`config.mk`:
```
export PLATFORM = sky130hd
export DESIGN_NAME = regfile_sequencer
export DESIGN_NICKNAME = d
export VERILOG_FILES = /design/src/rtl/regfile_sequencer.sv
export SDC_FILE = /design/constraint.sdc
export NUM_CORES = 1
export LEC_CHECK = 0
export ABC_AREA = 1
export BUFFER_PORTS_ARGS = -buffer_cell sky130_fd_sc_hd__clkbuf_2
export CELL_PAD_IN_SITES_DETAIL_PLACEMENT = 0
export CELL_PAD_IN_SITES_GLOBAL_PLACEMENT = 1
export CORE_UTILIZATION = 30
export DETAILED_ROUTE_END_ITERATION = 8
export HOLD_SLACK_MARGIN = 0.06
export PLACE_DENSITY = 0.83
export SLEW_MARGIN = 20
export SYNTH_ARGS = -nofsm -noshare
export SYNTH_HDL_FRONTEND = slang
export SYNTH_SLANG_ARGS = --single-unit
```
`constraint.sdc`:
```
create_clock -name clock -period 1.2 [get_ports clock]
set_input_delay 0.24 -clock clock [delete_from_list [all_inputs] [get_ports clock]]
set_output_delay 0.24 -clock clock [all_outputs]
set_load 0.005 [all_outputs]
```
`src/rtl/regfile_sequencer.sv`:
```
// regfile_sequencer: initiator for the register-file strobe protocol.
// Takes one request (two source registers, one destination), strobes the
// operands out of the register file, offers them to the ALU, and optionally
// writes the ALU result back with a single z_enb pulse.
module regfile_sequencer #(
  parameter int w     = 8,
  parameter int sel_w = 4
) (
  input  logic             clock,
  input  logic             reset,
  input  logic             req_valid,
  output logic             req_ready,
  input  logic [sel_w-1:0] req_x,
  input  logic [sel_w-1:0] req_y,
  input  logic [sel_w-1:0] req_z,
  input  logic             req_wb,
  output logic [sel_w-1:0] rf_x_sel,
  output logic [sel_w-1:0] rf_y_sel,
  output logic [sel_w-1:0] rf_z_sel,
  output logic             rf_x_enb,
  output logic             rf_y_enb,
  output logic             rf_z_enb,
  input  logic [w-1:0]     rf_x_out,
  input  logic [w-1:0]     rf_y_out,
  output logic [w-1:0]     rf_z_in,
  output logic             op_valid,
  input  logic             op_ready,
  output logic [w-1:0]     op_a,
  output logic [w-1:0]     op_b,
  input  logic             res_valid,
  output logic             res_ready,
  input  logic [w-1:0]     res_data,
  output logic             busy
);

  typedef enum logic [2:0] {
    IDLE,
    RD_SETUP,
    RD_STROBE,
    OP_OFFER,
    RES_WAIT,
    WB_SETUP,
    WB_STROBE
  } state_e;

  state_e           state_q, state_d;
  logic [sel_w-1:0] x_sel_q, x_sel_d;
  logic [sel_w-1:0] y_sel_q, y_sel_d;
  logic [sel_w-1:0] z_sel_q, z_sel_d;
  logic [sel_w-1:0] z_dst_q, z_dst_d;   // destination held until the write-back is committed
  logic             wb_q, wb_d;
  logic             x_enb_q, x_enb_d;
  logic             y_enb_q, y_enb_d;
  logic             z_enb_q, z_enb_d;
  logic [w-1:0]     z_in_q, z_in_d;
  logic             op_valid_q, op_valid_d;
  logic [w-1:0]     op_a_q, op_a_d;
  logic [w-1:0]     op_b_q, op_b_d;
  logic             res_ready_q, res_ready_d;

  // State and registered outputs; reset clears every output immediately.
  // NOTE: reset is asynchronous so an abort drops all strobes at once, without
  // waiting for a clock edge; all state uses non-blocking assignment.
  always_ff @(posedge clock or negedge reset) begin
    if (!reset) begin
      state_q     <= IDLE;
      x_sel_q     <= '0;
      y_sel_q     <= '0;
      z_sel_q     <= '0;
      z_dst_q     <= '0;
      wb_q        <= 1'b0;
      x_enb_q     <= 1'b0;
      y_enb_q     <= 1'b0;
      z_enb_q     <= 1'b0;
      z_in_q      <= '0;
      op_valid_q  <= 1'b0;
      op_a_q      <= '0;
      op_b_q      <= '0;
      res_ready_q <= 1'b0;
    end else begin
      state_q     <= state_d;
      x_sel_q     <= x_sel_d;
      y_sel_q     <= y_sel_d;
      z_sel_q     <= z_sel_d;
      z_dst_q     <= z_dst_d;
      wb_q        <= wb_d;
      x_enb_q     <= x_enb_d;
      y_enb_q     <= y_enb_d;
      z_enb_q     <= z_enb_d;
      z_in_q      <= z_in_d;
      op_valid_q  <= op_valid_d;
      op_a_q      <= op_a_d;
      op_b_q      <= op_b_d;
      res_ready_q <= res_ready_d;
    end
  end

  // Next-state and next-output logic for the strobe sequence.
  // NOTE: every _d defaults to its _q first, so no path can infer a latch and
  // anything not touched in a state simply holds.
  always_comb begin
    state_d     = state_q;
    x_sel_d     = x_sel_q;
    y_sel_d     = y_sel_q;
    z_sel_d     = z_sel_q;
    z_dst_d     = z_dst_q;
    wb_d        = wb_q;
    x_enb_d     = x_enb_q;
    y_enb_d     = y_enb_q;
    z_enb_d     = z_enb_q;
    z_in_d      = z_in_q;
    op_valid_d  = op_valid_q;
    op_a_d      = op_a_q;
    op_b_d      = op_b_q;
    res_ready_d = res_ready_q;

    unique case (state_q)
      IDLE: begin
        if (req_valid) begin
          // Selects go out now so they settle a full cycle before the strobe.
          x_sel_d = req_x;
          y_sel_d = req_y;
          z_dst_d = req_z;
          wb_d    = req_wb;
          state_d = RD_SETUP;
        end
      end
      RD_SETUP: begin
        x_enb_d = 1'b1;
        y_enb_d = 1'b1;
        state_d = RD_STROBE;
      end
      RD_STROBE: begin
        op_a_d     = rf_x_out;
        op_b_d     = rf_y_out;
        x_enb_d    = 1'b0;
        y_enb_d    = 1'b0;
        op_valid_d = 1'b1;
        state_d    = OP_OFFER;
      end
      OP_OFFER: begin
        if (op_ready) begin
          op_valid_d  = 1'b0;
          res_ready_d = 1'b1;
          state_d     = RES_WAIT;
        end
      end
      RES_WAIT: begin
        if (res_valid && res_ready_q) begin
          res_ready_d = 1'b0;
          if (wb_q) begin
            z_in_d  = res_data;
            z_sel_d = z_dst_q;
            state_d = WB_SETUP;
          end else begin
            state_d = IDLE;
          end
        end
      end
      WB_SETUP: begin
        z_enb_d = 1'b1;
        state_d = WB_STROBE;
      end
      WB_STROBE: begin
        // z_sel/z_in stay put so the regfile can sample them on the falling edge.
        z_enb_d = 1'b0;
        state_d = IDLE;
      end
      default: state_d = IDLE;
    endcase
  end

  assign req_ready = (state_q == IDLE);
  assign busy      = (state_q != IDLE);
  assign rf_x_sel  = x_sel_q;
  assign rf_y_sel  = y_sel_q;
  assign rf_z_sel  = z_sel_q;
  assign rf_x_enb  = x_enb_q;
  assign rf_y_enb  = y_enb_q;
  assign rf_z_enb  = z_enb_q;
  assign rf_z_in   = z_in_q;
  assign op_valid  = op_valid_q;
  assign op_a      = op_a_q;
  assign op_b      = op_b_q;
  assign res_ready = res_ready_q;

endmodule

```
==> results.json <==
{
  "status": "complete, but fails checks",
  "violations": "negative setup slack",
  "finClkSkew_ps": 8.620,
  "multi_input_area_um2": 813.3,
  "finish.utilization_pct": 45.50,
  "whs_ps": 132.1,
  "cts_num_sinks": 48,
  "yosysWarnings": 0,
  "synth_area_leader_cell": "dfrtp_1",
  "crit_required_ps": 960,
  "r2r-end": "rf_z_sel[3]$_DFFE_PN0P_",
  "boundaryPins": 85,
  "seqCellArea_mm2": 0.001202,
  "p_per_area_mw_per_mm2": 2399,
  "hold_viol": 0,
  "dp.final_hpwl_um": 3257,
  "fp-row-count": 29,
  "hp-class": "input port to register",
  "placed_cell_area_mm2": 0.002572,
  "clk_pin_slew_ps": 90,
  "arrival_ps": 1090,
  "route.detailed.drc": 0,
  "core_area_mm2": 0.006350,
  "synthCells": 220,
  "synth.net_count": 262,
  "grt_setup_unrepaired": "yes",
  "synth.area.top_cells": "dfrtp_1 61%, nand2_1 22%, nand3_1 3.8%, o21ai_1 2.5%, buf_4 1.5%",
  "die_h_um": 83.31,
  "synth.top_cell.area_share_pct": 60.57,
  "path_delay_family": "flip-flops",
  "fin_area_mm2": 0.002889,
  "insertion_delay_ps": 300,
  "synth_cell_type_count": 20,
  "p_leak_nw": 1.607,
  "max_freq_mhz": 749.8,
  "finalSetupViolCount": 29,
  "cts_tree": "done",
  "fin_nets": 366,
  "fillCellCount": 639,
  "p_sw_share_pct": 37.67,
  "internal-power_mw": 4.320,
  "setup_ws_ps": -133.7,
  "async_flop_share_pct": 100.0,
  "r2r-start": "state_q[0]$_DFFE_PN0P_",
  "crit_chain": "nor2_4 -> nand2_4 -> clkinv_4 -> buf_6",
  "synth-compound-area-share_pct": 4.101,
  "ys_seq_area_share_pct": 60.57,
  "insertedDiodeCount": 0,
  "rr_worst_depth": 6,
  "clkPwrFrac_pct": 13.1,
  "cts_inserted_buffers": 5,
  "start_kind": "register",
  "relSlewSlack_pct": 68.80,
  "grt_max_degree": 49,
  "crit_type": "register to output port",
  "synth_top_family_by_area": "simple AND/OR/NAND/NOR gates",
  "worstMarginPinSlew_ps": 468.0,
  "groute.usage.overall_pct": 14.16,
  "synth_edf_count": 0,
  "synthAdderAreaFrac_pct": 0,
  "worst_setup_path_end_kind": "output port",
  "port_buffers": 84,
  "synth.most_common_cell": "nand2_1",
  "synth_top_flop_cell": "dfrtp_1",
  "drive_gt1_share_pct": 44.75,
  "grt_pass1_wl_um": 7810,
  "cts.path.max_buffers": 2,
  "seqPwrFrac_pct": 40.1,
  "crit_fanout": 4,
  "detail-route-antenna-nets": 0,
  "peakVddDrop_v": 0.0009826,
  "comb_power_share_pct": 46.8,
  "cts_root_buf": "clkbuf_8",
  "yosys.area_share.simple_pct": 30.54,
  "finalSetupTns_ps": -1780,
  "min_period_ps": 1334,
  "drt-pass1-iter-count": 4,
  "slowest_stage": "dfrtp_1",
  "routed_wl_um": 4649,
  "finalMaxSlewViolations": 0,
  "syn_area_mm2": 0.001983,
  "regToRegSetupSlack_ps": -110,
  "synth_seq_cells": 48,
  "synthXorXnorAreaFrac_pct": 0,
  "initialDrtViolationCount": 65,
  "h-tree-depth": 2,
  "die_x_um": 83.31,
  "syn2layout_area_growth_pct": 45.68,
  "avgSynthCellArea_um2": 9.014,
  "fin_crit_sh_pct": 111.1,
  "critPathMaxStageDelay_ps": 420,
  "via_count": 1760,
  "routedWlPerCell_um": 11.59,
  "dieArea_mm2": 0.006940,
  "critPathLaunch": "state_q[0]$_DFFE_PN0P_",
  "grt_pass1_vias": 1642,
  "path_buf_inv": 2,
  "drt-vias-per-instance": 4.389,
  "grt-ovfl-total": 0,
  "maxCapViolCount": 0,
  "switchingPower_mw": 2.610,
  "path_depth": 4,
  "antenna_found_initial": 0,
  "synth.area.mux_share_pct": 0,
  "critPathCapture": "req_ready",
  "yosys-top-cells-count": "114 x nand2_1, 48 x dfrtp_1, 15 x nand3_1, 10 x o21ai_1",
  "start_util_pct": 31.23,
  "gp_congestion": 0.7547
}
power by group through the flow:
stage / clock network [mW] / registers (mW) / logic [mW]
finish: 0.911 / 2.78 / 3.24
global route: 1.02 / 2.87 / 3.63
CTS: 0.948 / 2.75 / 2.87
detailed placement: 0 / 2.79 / 2.67
global placement: 0 / 2.78 / 2.60
floorplan: 0 / 2.80 / 1.40
stage by stage:
step | power (mW) | worst slack (ps) | instances
floorplan | 4.206 | 34.77 | 220
global placement | 5.378 | -28.63 | 385
detailed placement | 5.459 | -47.86 | 385
CTS | 6.572 | -158.8 | 398
global route | 7.527 | -179.0 | 401
finish | 6.930 | -133.7 | 401
cells by family after synthesis:
kind of cell           count (synthesis)
AOI/OAI and AO/OA                     15
DFF                                   48
buffers and inverters                 16
and+or+nand+nor                      141
what timing repair did:
action / in CTS / in global routing
gates resized for setup: 9 / 38
cloned: 1 / 1
endpoints found under the hold margin: 48 / 0
endpoints found under the setup margin: 43 / 49
pin swaps: 2 / 12
setup buffers: 4 / 2
hold buffers: 1 / 0
placed cells by master (no fill, tap or decap), types with 5 or more instances in the layout:
master | Yosys | routed
buf_4 | 4 | 10
buf_6 | 2 | 5
clkbuf_2 | 0 | 82
clkbuf_8 | 0 | 5
dfrtp_1 | 48 | 47
nand2_1 | 114 | 102
nand2_2 | 0 | 12
nand3_1 | 15 | 7
nand3_2 | 1 | 8
o21ai_1 | 10 | 11
flip-flops by register name, indices dropped and copies added (netlist names), 3 cells and up:
name      cells
rf_z_in       8
state_q       3
z_dst_q       4
rf_x_sel      4
rf_z_sel      4
op_b          8
op_a          8
rf_y_sel      4
worst register-to-register path, stage by stage (launching register included):
cell and delay, ps:
dfrtp_1 420, nor2_4 150, buf_4 150, nand3_4 130
buf_6 160, o21ai_1 130, nand2_1 70
final cells by class:
type                    count  share of cell area [%]
multi-input cells         158                   28.15
clock inverters             1                  0.1732
well taps                  77                   3.335
repair buffers            105                   23.08
flip-flops and latches     48                   41.62
clock buffers               6                   2.512
inverters                   6                   1.126
worst min path at each step:
stage | start | to | slack [ps] | depth (start not counted)
floorplan | reset | op_a[0]$_DFFE_PN0P_ | -60 | 0
global placement | reset | op_a[3]$_DFFE_PN0P_ | 250 | 2
detailed placement | reset | op_a[1]$_DFFE_PN0P_ | 250 | 2
CTS | rf_y_out[2] | op_b[2]$_DFFE_PN0P_ | 130 | 3
global route | rf_y_out[2] | op_b[2]$_DFFE_PN0P_ | 130 | 3
finish | res_data[7] | rf_z_in[7]$_DFFE_PN0P_ | 130 | 3
routing by layer:
layer / GRT usage, % / wire, µm / vias to the layer above
li1: - / - / 900
met1: 19.34 / 2130 / 796
met2: 21.46 / 2144 / 56
met3: 3.678 / 300 / 8
met4: 5.643 / 74 / 0
met5: 0 / 0 / -
No activity file was read; power rests on OpenSTA's default activity.
